### config.mk
export PLATFORM = sky130hd
export DESIGN_NAME = alu_share_arbiter_flat
export DESIGN_NICKNAME = d
export VERILOG_FILES = /design/src/rtl/alu_share_if.sv /design/src/rtl/alu_share_arbiter.sv /design/src/flat_wrapper.sv
export SDC_FILE = /design/constraint.sdc
export NUM_CORES = 1
export LEC_CHECK = 0
export ABC_AREA = 1
export CAP_MARGIN = 20
export CORE_ASPECT_RATIO = 1.4
export CORE_MARGIN = 1
export CORE_UTILIZATION = 60
export DETAILED_ROUTE_END_ITERATION = 16
export DONT_BUFFER_PORTS = 1
export HOLD_SLACK_MARGIN = 0.03
export PLACE_DENSITY_LB_ADDON = 0.05
export REMOVE_ABC_BUFFERS = 1
export SETUP_SLACK_MARGIN = 0.15
export SYNTH_ARGS = -nofsm -noshare
export SYNTH_HDL_FRONTEND = slang
export SYNTH_SLANG_ARGS = --single-unit
### constraint.sdc
create_clock -name clk -period 1.46 [get_ports clk]
set_input_delay 0.146 -clock clk [delete_from_list [all_inputs] [get_ports clk]]
set_output_delay 0.146 -clock clk [all_outputs]
set_load 0.01 [all_outputs]
### src/rtl/alu_share_if.sv
// ============================================================================
// Module   : alu_share_if
// Brief    : Requester, response, ALU-side and flag signals of the ALU sharing arbiter.
// Revision : 1.0 - initial release
// ============================================================================
`default_nettype none

interface alu_share_if #(
    parameter int DW  = 16,
    parameter int OPW = 4,
    parameter int SHW = 4
);
    logic           req0_vld;
    logic           req0_rdy;
    logic [OPW-1:0] req0_op;
    logic [DW-1:0]  req0_src0;
    logic [DW-1:0]  req0_src1;
    logic [SHW-1:0] req0_shamt;

    logic           req1_vld;
    logic           req1_rdy;
    logic [OPW-1:0] req1_op;
    logic [DW-1:0]  req1_src0;
    logic [DW-1:0]  req1_src1;
    logic [SHW-1:0] req1_shamt;

    logic           rsp_vld;
    logic           rsp_rdy;
    logic           rsp_id;
    logic [DW-1:0]  rsp_dst;
    logic           rsp_ov;
    logic           rsp_zr;
    logic           rsp_neg;

    logic [OPW-1:0] alu_op;
    logic [DW-1:0]  alu_src0;
    logic [DW-1:0]  alu_src1;
    logic [SHW-1:0] alu_shamt;
    logic [DW-1:0]  alu_dst;
    logic           alu_ov;
    logic           alu_zr;
    logic           alu_neg;
    logic           alu_chg_v;
    logic           alu_chg_z;
    logic           alu_chg_n;

    logic           flag_v;
    logic           flag_z;
    logic           flag_n;

    // Arbiter side
    modport slave (
        input  req0_vld, req0_op, req0_src0, req0_src1, req0_shamt,
        input  req1_vld, req1_op, req1_src0, req1_src1, req1_shamt,
        input  rsp_rdy,
        input  alu_dst, alu_ov, alu_zr, alu_neg, alu_chg_v, alu_chg_z, alu_chg_n,
        output req0_rdy, req1_rdy,
        output rsp_vld, rsp_id, rsp_dst, rsp_ov, rsp_zr, rsp_neg,
        output alu_op, alu_src0, alu_src1, alu_shamt,
        output flag_v, flag_z, flag_n
    );

    // Requester / consumer / ALU side
    modport master (
        output req0_vld, req0_op, req0_src0, req0_src1, req0_shamt,
        output req1_vld, req1_op, req1_src0, req1_src1, req1_shamt,
        output rsp_rdy,
        output alu_dst, alu_ov, alu_zr, alu_neg, alu_chg_v, alu_chg_z, alu_chg_n,
        input  req0_rdy, req1_rdy,
        input  rsp_vld, rsp_id, rsp_dst, rsp_ov, rsp_zr, rsp_neg,
        input  alu_op, alu_src0, alu_src1, alu_shamt,
        input  flag_v, flag_z, flag_n
    );
endinterface

`default_nettype wire

### src/rtl/alu_share_arbiter.sv
// ============================================================================
// Module   : alu_share_arbiter
// Brief    : Shares one ALU between two requesters; round-robin grant, registered
//            result return and V/Z/N flag register. Define ALU_FIXED_PRIO_EN for
//            fixed req0-first priority.
// Revision : 1.0 - initial release
// ============================================================================
`default_nettype none

module alu_share_arbiter #(
    parameter int DW  = 16,
    parameter int OPW = 4,
    parameter int SHW = 4
) (
    input  wire logic   clk,
    input  wire logic   rst,
    alu_share_if.slave  bus
);

    typedef enum logic [1:0] {
        S_IDLE = 2'd0,
        S_EXEC = 2'd1,
        S_RESP = 2'd2
    } state_t;

    state_t         r_state;
    logic           r_last_grant;
    logic [OPW-1:0] r_alu_op;
    logic [DW-1:0]  r_alu_src0;
    logic [DW-1:0]  r_alu_src1;
    logic [SHW-1:0] r_alu_shamt;
    logic           r_rsp_vld;
    logic           r_rsp_id;
    logic [DW-1:0]  r_rsp_dst;
    logic           r_rsp_ov;
    logic           r_rsp_zr;
    logic           r_rsp_neg;
    logic           r_flag_v;
    logic           r_flag_z;
    logic           r_flag_n;

    logic           w_can_grant;
    logic           w_any_vld;
    logic           w_sel1;
    logic           w_gnt0;
    logic           w_gnt1;
    logic [OPW-1:0] w_cap_op;
    logic [DW-1:0]  w_cap_src0;
    logic [DW-1:0]  w_cap_src1;
    logic [SHW-1:0] w_cap_shamt;

    // A new operation may be accepted when idle, or when the held result leaves this cycle.
    assign w_can_grant = !rst && ((r_state == S_IDLE) || ((r_state == S_RESP) && bus.rsp_rdy));
    assign w_any_vld   = bus.req0_vld || bus.req1_vld;

`ifdef ALU_FIXED_PRIO_EN
    assign w_sel1 = bus.req1_vld && !bus.req0_vld;
`else
    assign w_sel1 = bus.req1_vld && (!bus.req0_vld || !r_last_grant);
`endif

    assign w_gnt1 = w_can_grant && w_any_vld && w_sel1;
    assign w_gnt0 = w_can_grant && w_any_vld && !w_sel1;

    assign w_cap_op    = w_sel1 ? bus.req1_op    : bus.req0_op;
    assign w_cap_src0  = w_sel1 ? bus.req1_src0  : bus.req0_src0;
    assign w_cap_src1  = w_sel1 ? bus.req1_src1  : bus.req0_src1;
    assign w_cap_shamt = w_sel1 ? bus.req1_shamt : bus.req0_shamt;

    always_ff @(posedge clk) begin
        if (rst) begin
            r_state      <= S_IDLE;
            r_last_grant <= 1'b1;
            r_alu_op     <= '0;
            r_alu_src0   <= '0;
            r_alu_src1   <= '0;
            r_alu_shamt  <= '0;
            r_rsp_vld    <= 1'b0;
            r_rsp_id     <= 1'b0;
            r_rsp_dst    <= '0;
            r_rsp_ov     <= 1'b0;
            r_rsp_zr     <= 1'b0;
            r_rsp_neg    <= 1'b0;
            r_flag_v     <= 1'b0;
            r_flag_z     <= 1'b0;
            r_flag_n     <= 1'b0;
        end else begin
            case (r_state)
                S_IDLE: begin
                    if (w_gnt0 || w_gnt1) begin
                        r_alu_op     <= w_cap_op;
                        r_alu_src0   <= w_cap_src0;
                        r_alu_src1   <= w_cap_src1;
                        r_alu_shamt  <= w_cap_shamt;
                        r_rsp_id     <= w_gnt1;
                        r_last_grant <= w_gnt1;
                        r_state      <= S_EXEC;
                    end
                end
                S_EXEC: begin
                    r_rsp_vld <= 1'b1;
                    r_rsp_dst <= bus.alu_dst;
                    r_rsp_ov  <= bus.alu_ov;
                    r_rsp_zr  <= bus.alu_zr;
                    r_rsp_neg <= bus.alu_neg;
                    if (bus.alu_chg_v) r_flag_v <= bus.alu_ov;
                    if (bus.alu_chg_z) r_flag_z <= bus.alu_zr;
                    if (bus.alu_chg_n) r_flag_n <= bus.alu_neg;
                    r_state   <= S_RESP;
                end
                S_RESP: begin
                    if (bus.rsp_rdy) begin
                        r_rsp_vld <= 1'b0;
                        // Back-to-back: capture the next operation as the result retires.
                        if (w_gnt0 || w_gnt1) begin
                            r_alu_op     <= w_cap_op;
                            r_alu_src0   <= w_cap_src0;
                            r_alu_src1   <= w_cap_src1;
                            r_alu_shamt  <= w_cap_shamt;
                            r_rsp_id     <= w_gnt1;
                            r_last_grant <= w_gnt1;
                            r_state      <= S_EXEC;
                        end else begin
                            r_state <= S_IDLE;
                        end
                    end
                end
                default: begin
                    r_state   <= S_IDLE;
                    r_rsp_vld <= 1'b0;
                end
            endcase
        end
    end

    assign bus.req0_rdy  = w_gnt0;
    assign bus.req1_rdy  = w_gnt1;
    assign bus.rsp_vld   = r_rsp_vld;
    assign bus.rsp_id    = r_rsp_id;
    assign bus.rsp_dst   = r_rsp_dst;
    assign bus.rsp_ov    = r_rsp_ov;
    assign bus.rsp_zr    = r_rsp_zr;
    assign bus.rsp_neg   = r_rsp_neg;
    assign bus.alu_op    = r_alu_op;
    assign bus.alu_src0  = r_alu_src0;
    assign bus.alu_src1  = r_alu_src1;
    assign bus.alu_shamt = r_alu_shamt;
    assign bus.flag_v    = r_flag_v;
    assign bus.flag_z    = r_flag_z;
    assign bus.flag_n    = r_flag_n;

endmodule

`default_nettype wire

### src/flat_wrapper.sv
// flat-port wrapper written by rule: the top's interface ports become plain ports
module alu_share_arbiter_flat 
#(
    parameter int DW  = 16,
    parameter int OPW = 4,
    parameter int SHW = 4
)
  (clk, rst, bus_req0_vld, bus_req0_op, bus_req0_src0, bus_req0_src1, bus_req0_shamt, bus_req1_vld, bus_req1_op, bus_req1_src0, bus_req1_src1, bus_req1_shamt, bus_rsp_rdy, bus_alu_dst, bus_alu_ov, bus_alu_zr, bus_alu_neg, bus_alu_chg_v, bus_alu_chg_z, bus_alu_chg_n, bus_req0_rdy, bus_req1_rdy, bus_rsp_vld, bus_rsp_id, bus_rsp_dst, bus_rsp_ov, bus_rsp_zr, bus_rsp_neg, bus_alu_op, bus_alu_src0, bus_alu_src1, bus_alu_shamt, bus_flag_v, bus_flag_z, bus_flag_n);
  alu_share_if #(.DW(DW), .OPW(OPW), .SHW(SHW)) bus_i ();
  input  wire logic clk;
  input  wire logic rst;
  input wire logic [$bits(bus_i.req0_vld)-1:0] bus_req0_vld;
  input wire logic [$bits(bus_i.req0_op)-1:0] bus_req0_op;
  input wire logic [$bits(bus_i.req0_src0)-1:0] bus_req0_src0;
  input wire logic [$bits(bus_i.req0_src1)-1:0] bus_req0_src1;
  input wire logic [$bits(bus_i.req0_shamt)-1:0] bus_req0_shamt;
  input wire logic [$bits(bus_i.req1_vld)-1:0] bus_req1_vld;
  input wire logic [$bits(bus_i.req1_op)-1:0] bus_req1_op;
  input wire logic [$bits(bus_i.req1_src0)-1:0] bus_req1_src0;
  input wire logic [$bits(bus_i.req1_src1)-1:0] bus_req1_src1;
  input wire logic [$bits(bus_i.req1_shamt)-1:0] bus_req1_shamt;
  input wire logic [$bits(bus_i.rsp_rdy)-1:0] bus_rsp_rdy;
  input wire logic [$bits(bus_i.alu_dst)-1:0] bus_alu_dst;
  input wire logic [$bits(bus_i.alu_ov)-1:0] bus_alu_ov;
  input wire logic [$bits(bus_i.alu_zr)-1:0] bus_alu_zr;
  input wire logic [$bits(bus_i.alu_neg)-1:0] bus_alu_neg;
  input wire logic [$bits(bus_i.alu_chg_v)-1:0] bus_alu_chg_v;
  input wire logic [$bits(bus_i.alu_chg_z)-1:0] bus_alu_chg_z;
  input wire logic [$bits(bus_i.alu_chg_n)-1:0] bus_alu_chg_n;
  output wire logic [$bits(bus_i.req0_rdy)-1:0] bus_req0_rdy;
  output wire logic [$bits(bus_i.req1_rdy)-1:0] bus_req1_rdy;
  output wire logic [$bits(bus_i.rsp_vld)-1:0] bus_rsp_vld;
  output wire logic [$bits(bus_i.rsp_id)-1:0] bus_rsp_id;
  output wire logic [$bits(bus_i.rsp_dst)-1:0] bus_rsp_dst;
  output wire logic [$bits(bus_i.rsp_ov)-1:0] bus_rsp_ov;
  output wire logic [$bits(bus_i.rsp_zr)-1:0] bus_rsp_zr;
  output wire logic [$bits(bus_i.rsp_neg)-1:0] bus_rsp_neg;
  output wire logic [$bits(bus_i.alu_op)-1:0] bus_alu_op;
  output wire logic [$bits(bus_i.alu_src0)-1:0] bus_alu_src0;
  output wire logic [$bits(bus_i.alu_src1)-1:0] bus_alu_src1;
  output wire logic [$bits(bus_i.alu_shamt)-1:0] bus_alu_shamt;
  output wire logic [$bits(bus_i.flag_v)-1:0] bus_flag_v;
  output wire logic [$bits(bus_i.flag_z)-1:0] bus_flag_z;
  output wire logic [$bits(bus_i.flag_n)-1:0] bus_flag_n;
  assign bus_i.req0_vld = bus_req0_vld;
  assign bus_i.req0_op = bus_req0_op;
  assign bus_i.req0_src0 = bus_req0_src0;
  assign bus_i.req0_src1 = bus_req0_src1;
  assign bus_i.req0_shamt = bus_req0_shamt;
  assign bus_i.req1_vld = bus_req1_vld;
  assign bus_i.req1_op = bus_req1_op;
  assign bus_i.req1_src0 = bus_req1_src0;
  assign bus_i.req1_src1 = bus_req1_src1;
  assign bus_i.req1_shamt = bus_req1_shamt;
  assign bus_i.rsp_rdy = bus_rsp_rdy;
  assign bus_i.alu_dst = bus_alu_dst;
  assign bus_i.alu_ov = bus_alu_ov;
  assign bus_i.alu_zr = bus_alu_zr;
  assign bus_i.alu_neg = bus_alu_neg;
  assign bus_i.alu_chg_v = bus_alu_chg_v;
  assign bus_i.alu_chg_z = bus_alu_chg_z;
  assign bus_i.alu_chg_n = bus_alu_chg_n;
  assign bus_req0_rdy = bus_i.req0_rdy;
  assign bus_req1_rdy = bus_i.req1_rdy;
  assign bus_rsp_vld = bus_i.rsp_vld;
  assign bus_rsp_id = bus_i.rsp_id;
  assign bus_rsp_dst = bus_i.rsp_dst;
  assign bus_rsp_ov = bus_i.rsp_ov;
  assign bus_rsp_zr = bus_i.rsp_zr;
  assign bus_rsp_neg = bus_i.rsp_neg;
  assign bus_alu_op = bus_i.alu_op;
  assign bus_alu_src0 = bus_i.alu_src0;
  assign bus_alu_src1 = bus_i.alu_src1;
  assign bus_alu_shamt = bus_i.alu_shamt;
  assign bus_flag_v = bus_i.flag_v;
  assign bus_flag_z = bus_i.flag_z;
  assign bus_flag_n = bus_i.flag_n;
  alu_share_arbiter #(.DW(DW), .OPW(OPW), .SHW(SHW)) u_core (.clk(clk), .rst(rst), .bus(bus_i));
endmodule
==> results.rst <==
.. list-table::
   :header-rows: 1

   * - Metric
     - Value
   * - Detailed-routing iteration count for the pre-antenna-repair pass
     - 6
   * - Synthesized cell area
     - 3110 um2
   * - Top-level port count
     - 173
   * - Smallest setup slack after layout
     - 0.194 ns
   * - Global-route wire length before repair
     - 11700 um
   * - Top post-synthesis cells by area
     - sky130_fd_sc_hd__dfxtp_1, sky130_fd_sc_hd__nand2_1, sky130_fd_sc_hd__a21oi_2
   * - Crit path max fanout
     - 3
   * - Relative max-transition margin
     - 0.633
   * - Combinational share of power
     - 0.135
   * - Portion of total power attributed to the clock network
     - 0.403
   * - Peak VDD IR
     - 0.000889 V
   * - Count of filler cells inserted in the layout
     - 387
   * - PwrDens
     - 1280 nW/um2
   * - Synthesized area per cell
     - 7.15 um2
   * - Most frequent standard cell in the layout excluding fill and tap cells
     - sky130_fd_sc_hd__nand2_1
   * - Share of the clock period used by the worst path
     - 0.867
   * - Routed via count
     - 2877
   * - TNS Setup
     - 0 ns
   * - Final-report setup violation count
     - 0
   * - Average via count per standard cell
     - 5.55
   * - N_diodes
     - 0
   * - Detail Route Antenna Nets
     - 0
   * - Kind of end point of the critical path
     - output port
   * - Switching Power
     - 1.19 mW
   * - RSZ-0062 raised after global routing
     - true
   * - Maximum number of pins on one net before global-route repair
     - 48
   * - Kind of critical path
     - reg -> out
   * - Data required, critical path
     - 1.31 ns
   * - Clock Skews
     - 0.00572 ns
   * - Sequential group share of total power
     - 0.462
   * - Final Hold Viols
     - 45
   * - Switch share
     - 0.259
   * - Sink Count
     - 67
   * - Clock tree from TritonCTS
     - built
   * - Count of unresolved DRC violations after routing
     - 0
   * - Commonest cells after routing, fill and taps aside
     - sky130_fd_sc_hd__nand2_1, sky130_fd_sc_hd__dfxtp_1, sky130_fd_sc_hd__nand3_1, sky130_fd_sc_hd__nor2_1, sky130_fd_sc_hd__a21oi_2
   * - Starting density of the core
     - 0.633
   * - Proportion of layout cells with a drive suffix above 1
     - 0.167
   * - Standard-cell row count
     - 30
   * - Post-detailed-placement half-perimeter wirelength
     - 4920 um
   * - End-of-flow core utilization
     - 0.731
   * - Pwr Total
     - 4.60 mW
   * - Count of synthesis-stage warnings from yosys
     - 0
   * - Count of final max-slew check failures
     - 0
   * - Detail-routed net length per standard cell
     - 14.7 um
   * - Combined area of the multi-input logic cells
     - 1540 um2
   * - Sequential share of the synthesized area
     - 0.431
   * - Pre-CTS setup slack
     - 0.266 ns
   * - Critical path launch point type
     - flop
   * - Register cell area after layout
     - 1350 um2
   * - Number of antenna violations at the first check in global routing
     - 0
   * - Number of buffers inserted during clock tree synthesis
     - 9
   * - Clk buf depth
     - 2
   * - First-iteration detailed-routing DRC count
     - 160
   * - Int Pwr
     - 3.41 mW
   * - Global-route usage over all layers
     - 0.276
   * - Later-pin clock latency in the skew report
     - 0.34 ns
   * - Maximum achievable frequency
     - 0.790 GHz
   * - NumNets Final
     - 556
   * - Vias in the first global route
     - 2521
   * - Aggregate global routing overflow
     - 0
   * - Yosys reg bits
     - 67
   * - Number of distinct standard cells referenced by the synthesized netlist
     - 19
   * - DRT Wirelength
     - 7610 um
   * - Die width
     - 62.9 um
   * - Hold buffer count at CTS
     - 19
   * - Hold WC Path Type
     - in -> reg
   * - Core Region
     - 4920 um2
   * - Die boundary height
     - 87.2 um
   * - Clk slew on worst S/H paths
     - 0.07 ns
   * - Area leader, netlist
     - sky130_fd_sc_hd__dfxtp_1
   * - Port bufs
     - 0
   * - Synth-to-layout area growth
     - 15.4%
   * - Worst hold margin
     - -0.143 ns
   * - Data arrival time of the worst path
     - 1.12 ns
   * - CTS root buffer
     - sky130_fd_sc_hd__clkbuf_8
   * - Worst-Margin Slew
     - 0.550 ns
   * - Last weighted congestion value of the routability-driven placer
     - 0.756
   * - Count of maximum capacitance violations
     - 0
   * - Static leakage power
     - 1.53 nW
   * - Violations in the final reports
     - negative hold slack
   * - Share of the synthesized area in the top cell type
     - 0.431
   * - Result of the run
     - finished with violations
   * - Overall die area
     - 5480 um2
   * - Post-Syn Instances
     - 435
   * - Clock period minus worst slack
     - 1.27 ns
   * - Deepest level of the CTS H-tree
     - 3
## what timing repair did
action                                  4_1_cts  5_1_grt
gates resized for setup                       9        8
setup buffers                                 6        2
pin swaps                                     4        3
endpoints found under the setup margin        2       25
hold endpoints to repair                     64       45
gates cloned                                  0        0
## through the flow
stage	std cells	instance area, um2
floorplan	403	2890
global placement	475	3060
detailed placement	475	3060
CTS	516	3550
global route	518	3590
finish	518	3590
## cells in the mapped netlist
| master | number |
|---|---|
| sky130_fd_sc_hd__inv_1 | 5 |
| sky130_fd_sc_hd__inv_2 | 3 |
| sky130_fd_sc_hd__nand3_1 | 45 |
| sky130_fd_sc_hd__nor2_4 | 4 |
| sky130_fd_sc_hd__nand2_2 | 3 |
| sky130_fd_sc_hd__buf_2 | 17 |
| sky130_fd_sc_hd__buf_6 | 8 |
| sky130_fd_sc_hd__buf_4 | 5 |
| sky130_fd_sc_hd__a21oi_1 | 19 |
| sky130_fd_sc_hd__nand2_1 | 171 |
| sky130_fd_sc_hd__o21ai_0 | 16 |
| sky130_fd_sc_hd__nor2_1 | 39 |
| sky130_fd_sc_hd__buf_1 | 1 |
| sky130_fd_sc_hd__o211ai_1 | 1 |
| sky130_fd_sc_hd__nand3_4 | 1 |
| sky130_fd_sc_hd__dfxtp_1 | 67 |
| sky130_fd_sc_hd__o21ai_1 | 3 |
| sky130_fd_sc_hd__clkbuf_1 | 1 |
| sky130_fd_sc_hd__a21oi_2 | 26 |
## final cells by class
cell class / instances / area share
tap: 64 / 0.0223
inverter: 8 / 0.0104
sequential: 67 / 0.374
clock buffer: 11 / 0.0394
clock inverter: 5 / 0.0279
timing repair buffer: 35 / 0.0975
multi-input combinational: 328 / 0.428
## worst paths after layout
check,startpoint,cells after the start,to,slack [ns]
worst max-delay path,u_core.r_last_grant,6,bus_req1_rdy,0.19
worst max register to register,u_core.r_state[0],7,u_core.r_last_grant,0.22
worst min-delay path,rst,1,u_core.bus.alu_shamt[3],-0.14
worst min register to register,u_core.r_last_grant,2,u_core.r_last_grant,0.50
## sequential cells by signal, indices dropped and copies added (netlist names)
signal	cells
u_core.bus.alu_src0	16
u_core.bus.alu_src1	16
u_core.bus.rsp_dst	16
u_core.bus.alu_op	4
u_core.bus.alu_shamt	4
u_core.r_state	2
u_core.bus.flag_n	1
u_core.bus.flag_v	1
u_core.bus.flag_z	1
u_core.bus.rsp_id	1
u_core.bus.rsp_neg	1
u_core.bus.rsp_ov	1
u_core.bus.rsp_vld	1
u_core.bus.rsp_zr	1
u_core.r_last_grant	1
## critical path, stage by stage (launching register included)
cell and delay (ns):
sky130_fd_sc_hd__dfxtp_2 0.33, sky130_fd_sc_hd__nand2_2 0.07, sky130_fd_sc_hd__nand2_2 0.07, sky130_fd_sc_hd__buf_8 0.13
sky130_fd_sc_hd__inv_6 0.06, sky130_fd_sc_hd__nand2_4 0.07, sky130_fd_sc_hd__inv_4 0.06
## layer usage
| layer | track usage | part of all wire | routed length, um | vias to the layer above |
|---|---|---|---|---|
| li1 | - | - | - | 1420 |
| met1 | 0.294 | 0.38 | 2880 | 1314 |
| met2 | 0.486 | 0.52 | 3950 | 131 |
| met3 | 0.0929 | 0.085 | 650 | 12 |
| met4 | 0.135 | 0.019 | 142 | 0 |
| met5 | 0 | 0 | 0 | - |
## power groups by stage
stage | Sequential [mW] | Clock, mW | Combinational [mW]
after floorplan | 2.13 | 0 | 0.400
final | 2.12 | 1.85 | 0.621
after detailed placement | 2.16 | 0 | 0.531
after global routing | 2.13 | 1.96 | 0.703
after global placement | 2.16 | 0 | 0.514
after CTS | 2.12 | 1.88 | 0.602
## cell families after synthesis
logic type / Yosys count / share of synthesized area
flip-flops: 67 / 0.431
buffers and inverters: 40 / 0.0804
AND/OR/NAND/NOR: 263 / 0.352
AO/OA/AOI/OAI: 65 / 0.137
Power figures use the tool's default switching activity.
